`src/rtl/fetch_unit.sv`:
```
// fetch_unit: instruction fetch stage feeding the decoder.
// Owns the PC, issues one word read at a time to instruction memory and
// buffers returned words in a small queue. Redirects flush the queue and
// cause any in-flight response to be discarded.
// Optional feature: define FETCH_ALIGN_CHECK_EN to trap misaligned redirect
// targets in a sticky FAULT state (left only through reset_n).
//
// Handshakes: a transfer happens on a rising edge where valid and ready are
// both high. A producer holds valid and its payload stable until the transfer,
// except that a redirect may replace the request address. Memory responses
// carry no ready; a queue slot is reserved when the request is accepted.
module fetch_unit #(
  parameter logic [31:0] RESET_PC = 32'h0040_0000,
  parameter int          DEPTH    = 2
) (
  input  logic        clk,
  input  logic        reset_n,
  output logic        imem_req_valid,
  output logic [31:0] imem_req_addr,
  input  logic        imem_req_ready,
  input  logic        imem_resp_valid,
  input  logic [31:0] imem_resp_data,
  input  logic        redirect_valid,
  input  logic [31:0] redirect_pc,
  output logic        instr_valid,
  output logic [31:0] instr,
  output logic [31:0] instr_pc,
  input  logic        instr_ready,
  output logic        fetch_fault,
  output logic [1:0]  dbg_state
);

  localparam int CNT_W = $clog2(DEPTH + 1);
  localparam int PTR_W = $clog2(DEPTH);

  typedef enum logic [1:0] {
    S_IDLE  = 2'd0,
    S_REQ   = 2'd1,
    S_WAIT  = 2'd2,
    S_FAULT = 2'd3
  } state_t;

  state_t             state_q, state_d;
  logic [31:0]        pc_q, pc_d;
  logic [31:0]        req_pc_q, req_pc_d;
  logic               drop_q, drop_d;
  logic [CNT_W-1:0]   count_q, count_d;
  logic [PTR_W-1:0]   head_q, head_d;
  logic [31:0]        q_data_q [DEPTH];
  logic [31:0]        q_data_d [DEPTH];
  logic [31:0]        q_pc_q   [DEPTH];
  logic [31:0]        q_pc_d   [DEPTH];

  logic               req_fire;
  logic               resp_take;
  logic               redir_act;
  logic               misalign;
  logic               push;
  logic               pop;
  logic               outstanding;
  logic [CNT_W:0]     used_slots;
  logic [PTR_W-1:0]   tail;

`ifdef FETCH_ALIGN_CHECK_EN
  assign misalign    = redirect_valid && (redirect_pc[1:0] != 2'b00);
  assign fetch_fault = (state_q == S_FAULT);
`else
  assign misalign    = 1'b0;
  assign fetch_fault = 1'b0;
`endif

  // Shared handshake and bookkeeping terms.
  assign outstanding = (state_q == S_WAIT);
  assign used_slots  = {1'b0, count_q} + (CNT_W + 1)'(outstanding);
  assign req_fire    = imem_req_valid && imem_req_ready;
  assign resp_take   = (state_q == S_WAIT) && imem_resp_valid;
  assign redir_act   = redirect_valid && (state_q != S_FAULT);
  assign push        = resp_take && !drop_q && !redirect_valid;
  assign pop         = instr_valid && instr_ready;
  assign tail        = head_q + count_q[PTR_W-1:0];

  assign imem_req_addr = pc_q;
  assign instr_valid   = (count_q != '0);
  assign instr         = q_data_q[head_q];
  assign instr_pc      = q_pc_q[head_q];
  assign dbg_state     = state_q;

  // FSM state register.
  always_ff @(posedge clk or negedge reset_n) begin
    if (!reset_n) begin
      state_q <= S_IDLE;
    end else begin
      state_q <= state_d;
    end
  end

  // FSM next state: normal fetch loop, overridden by redirects.
  always_comb begin
    state_d = state_q;
    case (state_q)
      S_IDLE:  state_d = S_REQ;
      S_REQ:   if (req_fire) state_d = S_WAIT;
      S_WAIT:  if (imem_resp_valid) state_d = S_REQ;
      S_FAULT: state_d = S_FAULT;
      default: state_d = S_IDLE;
    endcase
    if (redir_act) begin
      if (misalign) begin
        state_d = S_FAULT;
      end else if ((state_q == S_WAIT) && !imem_resp_valid) begin
        state_d = S_WAIT;
      end else if (req_fire) begin
        state_d = S_WAIT;
      end else begin
        state_d = S_REQ;
      end
    end
  end

  // FSM outputs: request only while no response is owed and a slot is free.
  always_comb begin
    imem_req_valid = 1'b0;
    if ((state_q == S_REQ) && (used_slots < (CNT_W + 1)'(DEPTH))) begin
      imem_req_valid = 1'b1;
    end
  end

  // PC, request tag and drop flag next-state.
  always_comb begin
    pc_d     = pc_q;
    req_pc_d = req_pc_q;
    drop_d   = drop_q;
    if (req_fire) begin
      pc_d     = pc_q + 32'd4;
      req_pc_d = pc_q;
    end
    if (resp_take) begin
      drop_d = 1'b0;
    end
    if (redir_act) begin
      pc_d = redirect_pc;
      // A response is still owed for a request that predates the redirect.
      if (!misalign && (((state_q == S_WAIT) && !imem_resp_valid) || req_fire)) begin
        drop_d = 1'b1;
      end else begin
        drop_d = 1'b0;
      end
    end
  end

  // Instruction queue next-state: push at tail, pop at head, flush on redirect.
  always_comb begin
    q_data_d = q_data_q;
    q_pc_d   = q_pc_q;
    head_d   = head_q;
    count_d  = count_q;
    if (push) begin
      q_data_d[tail] = imem_resp_data;
      q_pc_d[tail]   = req_pc_q;
    end
    if (pop) begin
      head_d = head_q + PTR_W'(1);
    end
    case ({push, pop})
      2'b10:   count_d = count_q + CNT_W'(1);
      2'b01:   count_d = count_q - CNT_W'(1);
      default: count_d = count_q;
    endcase
    if (redir_act) begin
      count_d = '0;
    end
  end

  // Datapath registers.
  always_ff @(posedge clk or negedge reset_n) begin
    if (!reset_n) begin
      pc_q     <= RESET_PC;
      req_pc_q <= '0;
      drop_q   <= 1'b0;
      count_q  <= '0;
      head_q   <= '0;
      for (int i = 0; i < DEPTH; i++) begin
        q_data_q[i] <= '0;
        q_pc_q[i]   <= '0;
      end
    end else begin
      pc_q     <= pc_d;
      req_pc_q <= req_pc_d;
      drop_q   <= drop_d;
      count_q  <= count_d;
      head_q   <= head_d;
      q_data_q <= q_data_d;
      q_pc_q   <= q_pc_d;
    end
  end

endmodule

```
`config.mk`:
```
export PLATFORM = sky130hd
export DESIGN_NAME = fetch_unit
export DESIGN_NICKNAME = d
export VERILOG_FILES = /design/src/rtl/fetch_unit.sv
export SDC_FILE = /design/constraint.sdc
export NUM_CORES = 1
export LEC_CHECK = 0
export ABC_AREA = 1
export CORE_ASPECT_RATIO = 1.75
export CORE_MARGIN = 2
export CORE_UTILIZATION = 57
export DETAILED_ROUTE_END_ITERATION = 8
export PLACE_DENSITY = 0.83
export SYNTH_ARGS = -nofsm -noshare
export SYNTH_HDL_FRONTEND = slang
export SYNTH_SLANG_ARGS = --single-unit
```
`constraint.sdc`:
```
create_clock -name clk -period 3.1 [get_ports clk]
set_clock_uncertainty 0.05 [all_clocks]
set_input_delay 0.465 -clock clk [delete_from_list [all_inputs] [get_ports clk]]
set_output_delay 0.465 -clock clk [all_outputs]
set_load 0.01 [all_outputs]
```
==> metrics.md, run 1 <==
| Metric | Value |
|---|---|
| DIE AREA | `17380 sq um` |
| Start of the worst register-to-register path | `count_q[0]$_DFFE_PN0P_` |
| TritonCTS clock tree | `yes` |
| Worst R2R Path Depth | `5` |
| Via count | `8342` |
| CP Cell Sequence | `buf_4, nand2_1, nand2_1, clkdlybuf4s50_1` |
| Syn. warnings | `0` |
| EDFF count, synth | `0` |
| Worst Hold Class | `in2async` |
| DRT iter0 DRCs | `478` |
| Row cnt | `61` |
| Area Growth Syn to Fin | `25.92%` |
| Total Power | `11220 uW` |
| FFs w/ async S/R, synth | `1.000` |
| Least-Margin Pin Slew | `0.8023 ns` |
| GRT Total Usage | `0.2861` |
| RSZ-0062 raised after global routing | `false` |
| Internal | `6833 uW` |
| Die width | `100.5 um` |
| Mapped Area | `just over 9000 sq um` |
| Family with the most delay on the worst path | `buffers and inverters` |
| Io pins | `171` |
| Largest fanout on the critical path | `64` |
| Most common cell after layout, fill and taps aside | `nand2_1` |
| DR pass1 iterations | `5` |
| Clock power frac | `0.201` |
| Gr ovfl total | `0` |
| DP Wirelength | `16460 um` |
| Core Util, Final | `0.7335` |
| Longest Clk Path Bufs | `2` |
| Period utilization | `0.8884` |
| Slowest stage cell, crit path | `buf_4` |
| Crit Path Class | `reg2out` |
| Area of the core | `15950 sq um` |
| Detailed-route DRC error count | `0` |
| Finished Layout Cells | `1557` |
| Power per cell area | `959.2 nW/um^2` |
| Leak Pwr | `about 0.0057 uW` |
| Die Y | `roughly 170 um` |
| Data arrival, critical path | `between 2 and 2.5 ns` |
| CTS Hold Bufs | `0` |
| Nets | `roughly 1400` |
| Sw frac | `0.3912` |
| Peak VDD IR | `0.0005499 V` |
| Finish-stage setup viols | `0` |
| Critical path buffers and inverters | `2` |
| Clock transition at the registers of the reported paths | `around 0.080 ns` |
| Final Slew Violations | `0` |
| Status | `completed` |
| Setup slack, reg-to-reg | `between 1 and 1.5 ns` |
| Cell mode on critical path | `nand2_1` |
| Count of unique library cells instantiated by Yosys | `34` |
| Combinational Power Share | `0.407` |
| Worst path required time | `2.58 ns` |
| WL/cell | `15.41 um` |
| Setup bufs post-CTS | `0` |
| Top_reg_cell synth | `dfrtp_1` |
| RR Endpoint | `q_pc_q[23]$_DFFE_PN0P_` |
| Clock sinks | `~200` |
| CP max stage delay | `0.56 ns` |
| Min cycle time layout | `between 2 and 3 ns` |
| Post_cts resized | `0` |
| Initial Utilization | `0.5825` |
| Antenna cells | `0` |
| H-Tree Depth | `4` |
| Mapped Nets | `~1300` |
| Largest net degree at the start of global routing | `115` |
| Inserted Clock Buffers | `17` |
| Clk_lat worst skew | `roughly 0.44 ns` |
| Flops & latches, synth | `a little under 200` |
| CP endpoint kind | `primary output` |
| P_sw | `about 4400 uW` |
| First-pass GRT wire length | `roughly 40000 um` |
| Final wirelength | `about 24000 um` |
| Placer congestion estimate | `between 0.9 and 1` |
| Fill cells | `around 1200` |
| FMAX | `about 360 MHz` |
| Max-cap viol count | `0` |
| Hold WS | `0.02144 ns` |
| Dpl cells | `roughly 1500` |
| Vias/cell | `between 5 and 6` |
| Max-Slew Margin vs Limit | `0.4651` |
| Most frequent cells in the layout | `488 x nand2_1, 196 x dfrtp_1, 168 x clkdlybuf4s50_1, 115 x o21ai_0, 114 x inv_1` |
| Final hold violation count | `0` |
| Sequential-to-total area share from yosys stat | `0.5334` |
| Setup TNS | `0 ns` |
| Share of post-route cells with drive strength above 1 | `0.04825` |
| Post-DRT Antenna Nets | `0` |
| PortBufs | `approximately 170` |
| Clock root cell | `clkbuf_16` |
| Avg Cell Area, Syn | `between 7 and 8 sq um` |
| Synthesized instance count | `between 1000 and 1500` |
| Vias in the first global route | `about 8300` |
| Worst setup SP type | `flip-flop` |
| Initial antenna violation count | `0` |
| Register area | `between 4000 and 5000 sq um` |
| Multi-input logic area | `between 3000 and 4000 sq um` |
| Flop pwr share | `0.392` |
## cells by family after synthesis
group / count (synthesis) / synth area share
adder cells (fa/ha/maj): 1 / 0.001346
other: 1 / 0.0004036
AO/OA/AOI/OAI: 198 / 0.1115
AND/OR/NAND/NOR: 627 / 0.2634
XOR/XNOR: 8 / 0.007541
buffers and inverters: 177 / 0.08241
flip-flops: 198 / 0.5334
## power groups by stage
stage	Clock, uW	Combinational, uW	Sequential (uW)
2_1_floorplan	0	2460	4270
3_3_place_gp	0	4450	4370
3_5_place_dp	0	4570	4400
4_1_cts	2280	4600	4370
5_1_grt	2390	5090	4510
6_report	2260	4570	4390
## final cells by class
type                       instances  area share
clock buffer                      19     0.03871
clock inverter                    13     0.01305
inverter                         118     0.03786
multi-input combinational        835      0.3060
sequential                       198      0.4237
tap                              189     0.02021
timing repair buffer             185      0.1605
## worst max-delay path by stage
stage / endpoint / slack [ns] / from / cells after the start
2_1_floorplan: instr_pc[10] / 1.45 / head_q$_DFFE_PN0P_ / 4
3_3_place_gp: instr[29] / 0.78 / head_q$_DFFE_PN0P_ / 4
3_5_place_dp: q_pc_q[23]$_DFFE_PN0P_ / 0.73 / imem_resp_valid / 8
4_1_cts: instr[29] / 0.31 / head_q$_DFFE_PN0P_ / 4
5_1_grt: instr[20] / 0.21 / head_q$_DFFE_PN0P_ / 4
6_report: instr_pc[25] / 0.35 / head_q$_DFFE_PN0P_ / 4
## per-layer routing
metal,vias to the layer above,track usage,share of wire
li1,4063,-,-
met1,3873,0.3450,0.38
met2,320,0.4765,0.51
met3,86,0.03638,0.046
met4,0,0.1826,0.062
met5,-,0,0
## sequential cells by signal (all words and copies together) (netlist names)
register / flops
drop_q: 1
q_data_q: 64
head_q: 1
req_pc_q: 32
q_pc_q: 64
count_q: 2
dbg_state: 2
imem_req_addr: 32
## worst reg2reg max path, cell delays in order (launching register included)
cell	delay, ns
dfrtp_1	0.47
xnor2_1	0.33
or2_4	0.59
buf_4	0.37
nand2_1	0.09
o21ai_1	0.09
## synth_stat cells (2+ instances only)
master,instances,area [sq um]
buf_6,10,112.6
nand3_1,41,205.2
o21ai_0,115,575.6
o21ai_1,61,305.3
nand2_1,489,1836
nand3b_1,2,15.01
o211ai_1,4,30.03
nor2_2,2,12.51
o22ai_1,2,12.51
inv_1,114,427.9
o31ai_1,3,22.52
inv_2,4,15.01
buf_1,2,7.510
o21ai_2,4,35.03
nand4_1,7,43.79
xor2_1,7,61.31
nor2_1,79,296.5
buf_2,18,90.09
clkbuf_1,28,105.1
a21oi_1,5,25.02
nor3_1,4,20.02
dfrtp_1,197,4930
## per-stage QoR
stage	setup WS [ns]	instance area [sq um]
after global placement	0.7846	11090
after detailed placement	0.7292	11090
after CTS	0.3090	11700
after global routing	0.2135	11700
after floorplan	1.449	9291
final	0.3459	11700
(Power assumes the default switching activity.)
==> run 2: changes to the inputs <==
- SLEW_MARGIN: not set -> 20
==> results of run 2 <==
Final layout, timing and power as in run 1 (identical DEF).
==> run 3: changes to the inputs <==
--- a/config.mk
+++ b/config.mk
@@ -7,5 +7,4 @@
 export LEC_CHECK = 0
 export ABC_AREA = 1
-export CORE_ASPECT_RATIO = 1.75
 export CORE_MARGIN = 2
 export CORE_UTILIZATION = 57
--- a/constraint.sdc
+++ b/constraint.sdc
@@ -3,3 +3,3 @@
 set_input_delay 0.465 -clock clk [delete_from_list [all_inputs] [get_ports clk]]
 set_output_delay 0.465 -clock clk [all_outputs]
-set_load 0.01 [all_outputs]
+set_load 0.05 [all_outputs]
==> run 3 against run 2 <==
  * Die area fell by 0.23%
  * Hold slack got worse by 0.0045 ns
  * First-iteration DRC count is 74% higher
  * Clock power about the same
  * Global-route usage down 1.2 points
  * Sequential share of layout area is 2.2 points lower
  * Via count up 1.9%
  * Critical endpoint is now instr[24]
==> metrics.md, run 3 (synthesis results as in run 1) <==
| Metric | Value |
|---|---|
| Status | `completed` |
| Via count | `8498 (+1.9%)` |
| Detailed-route DRC error count | `0 (unchanged)` |
| Setup bufs post-CTS | `0 (unchanged)` |
| Core Util, Final | `0.7776 (+0.04410)` |
| Total Power | `14180 uW (+26%)` |
| CP max stage delay | `0.65 ns (+0.09 ns)` |
| Vias/cell | `5.365 (+0.13%)` |
| Final Slew Violations | `0 (unchanged)` |
| Inserted Clock Buffers | `17 (unchanged)` |
| FMAX | `383.5 MHz (+5.6%)` |
| Clk_lat worst skew | `0.43 ns (about the same)` |
| DIE AREA | `17340 sq um (-0.23%)` |
| Met2 Use GR | `0.4407 (-0.03585)` |
| Initial Utilization | `0.5849 (+0.002432)` |
| CP endpoint kind | `primary output` |
| Share of post-route cells with drive strength above 1 | `0.09357 (+0.04532)` |
| Busiest grt layer | `met2` |
| GRT Total Usage | `0.2745 (-0.01161)` |
| Slowest stage cell, crit path | `dfrtp_2` |
| Cell mode on critical path | `nand2_1` |
| TritonCTS clock tree | `yes` |
| Vias in the first global route | `7990 (-3.8%)` |
| H-Tree Depth | `4 (unchanged)` |
| Max-cap viol count | `0 (unchanged)` |
| Final hold violation count | `0 (unchanged)` |
| Peak VDD IR | `0.0009007 V (+64%)` |
| Largest net degree at the start of global routing | `89 (-23%)` |
| RSZ-0062 raised after global routing | `false` |
| Most frequent cells in the layout | `488 x nand2_1, 196 x dfrtp_1, 115 x o21ai_0, 114 x inv_1, 104 x clkdlybuf4s50_1` |
| Regs by FF count | `q_data_q x64, q_pc_q x64` |
| Io pins | `171 (unchanged)` |
| Post_cts resized | `0 (unchanged)` |
| DP Wirelength | `16260 um (-1.2%)` |
| Max-Slew Margin vs Limit | `0.2586 (-0.2065)` |
| Area Growth Syn to Fin | `32.94%` |
| Die width | `131.7 um (+31%)` |
| Data arrival, critical path | `2.09 ns (-0.15 ns)` |
| Die Y | `131.7 um (-24%)` |
| CP Cell Sequence | `buf_4, nand2_1, nand2_1, buf_12` |
| Initial antenna violation count | `0 (unchanged)` |
| Area of the core | `15890 sq um (-0.42%)` |
| Final wirelength | `23530 um (-2.0%)` |
| DR pass1 iterations | `5 (unchanged)` |
| Nets | `1426 (unchanged)` |
| Met1 GRT Util | `0.3817 (+0.03668)` |
| Finished Layout Cells | `1584 (+1.7%)` |
| Met3 Use GR | `0.04668 (+0.01030)` |
| WL/cell | `14.85 um (-3.6%)` |
| Clock sinks | `198 (unchanged)` |
| Power per cell area | `1148 nW/um^2 (+20%)` |
| Setup TNS | `0 ns (unchanged)` |
| Clock root cell | `clkbuf_16` |
| Row cnt | `46 (-25%)` |
| Worst Hold Class | `in2async` |
| First-pass GRT wire length | `38660 um (-2.2%)` |
| Longest Clk Path Bufs | `2 (unchanged)` |
| Clock transition at the registers of the reported paths | `0.07 ns (about the same)` |
| Dpl cells | `1552 (+1.8%)` |
| Period utilization | `0.8412 (-0.04725)` |
| Worst setup SP type | `flip-flop` |
| Leak Pwr | `0.006044 uW (+5.3%)` |
| Gr ovfl total | `0 (unchanged)` |
| Antenna cells | `0 (unchanged)` |
| Finish-stage setup viols | `0 (unchanged)` |
| Most common cell after layout, fill and taps aside | `nand2_1` |
| Largest fanout on the critical path | `48 (-25%)` |
| Least-Margin Pin Slew | `1.108 ns (+0.3057 ns)` |
| DRT iter0 DRCs | `834 (+74%)` |
| Min cycle time layout | `2.608 ns (-0.1465 ns)` |
| Worst path required time | `2.58 ns (about the same)` |
| CTS Hold Bufs | `0 (unchanged)` |
| Post-DRT Antenna Nets | `0 (unchanged)` |
| Fill cells | `1108 (-11%)` |
| Placer congestion estimate | `0.9044 (-5.4%)` |
| PortBufs | `169 (unchanged)` |
| Hold WS | `0.01693 ns (-0.004518 ns)` |
| Crit Path Class | `reg2out` |
## run 3: cell types whose count changed in the layout (fill, tap and decap cells not counted), moves of 2 or more
| cell | change |
|---|---|
| clkbuf_1 | +2 |
| clkdlybuf4s50_1 | -64 |
| clkinv_2 | +3 |
| buf_12 | +62 |
| bufinv_16 | +2 |
| inv_6 | -3 |
| buf_4 | +2 |
| inv_8 | -4 |
## run 3: cell type report
class / count / area, sq um / area share
clock buffer: 21 / 460.4 / 0.03728
clock inverter: 11 / 147.6 / 0.01195
sequential: 198 / 4957 / 0.4013
inverter: 118 / 442.9 / 0.03586
timing repair buffer: 185 / 2494 / 0.2019
tap: 216 / 270.3 / 0.02188
multi-input combinational: 835 / 3580 / 0.2898
## run 3: final timing paths
| check | to | start | slack (ns) | cells past startpoint |
|---|---|---|---|---|
| worst max-delay path | instr[24] | head_q$_DFFE_PN0P_ | 0.49 | 4 |
| worst min-delay path | q_data_q[26]$_DFFE_PN0P_ | reset_n | 0.02 | 1 |
| worst max register to register | q_pc_q[25]$_DFFE_PN0P_ | head_q$_DFFE_PN0P_ | 0.77 | 5 |
| worst min register to register | q_data_q[54]$_DFFE_PN0P_ | q_data_q[54]$_DFFE_PN0P_ | 0.44 | 2 |
| max in group asynchronous | q_pc_q[48]$_DFFE_PN0P_ | reset_n | 2.21 | 2 |
| min in group clk | q_data_q[54]$_DFFE_PN0P_ | q_data_q[54]$_DFFE_PN0P_ | 0.44 | 2 |
## run 3: worst max-delay path: cells and delay by family (launching register included)
kind,cells,cell delay (ns)
buffers and inverters,2,0.70
DFF,1,0.65
and+or+nand+nor,2,0.30
## run 3: layer usage
layer / part of all wire / routed length [um]
met5: 0 / 0
met4: 0.021 / 484
met3: 0.082 / 1921
met1: 0.42 / 9968
met2: 0.47 / 11150
## run 3: metrics by stage
stage / setup WS [ns] / instance area (sq um)
finish: 0.4924 / 12350
global route: 0.3924 / 12350
CTS: 0.4821 / 12350
detailed placement: 0.5735 / 11740
global placement: 0.6461 / 11740
floorplan: 0.8375 / 9291
## run 3: power breakdown
group / switching [uW] / internal, uW
Clock: 952 / 1320
Combinational: 4660 / 2830
Sequential: 835 / 3590
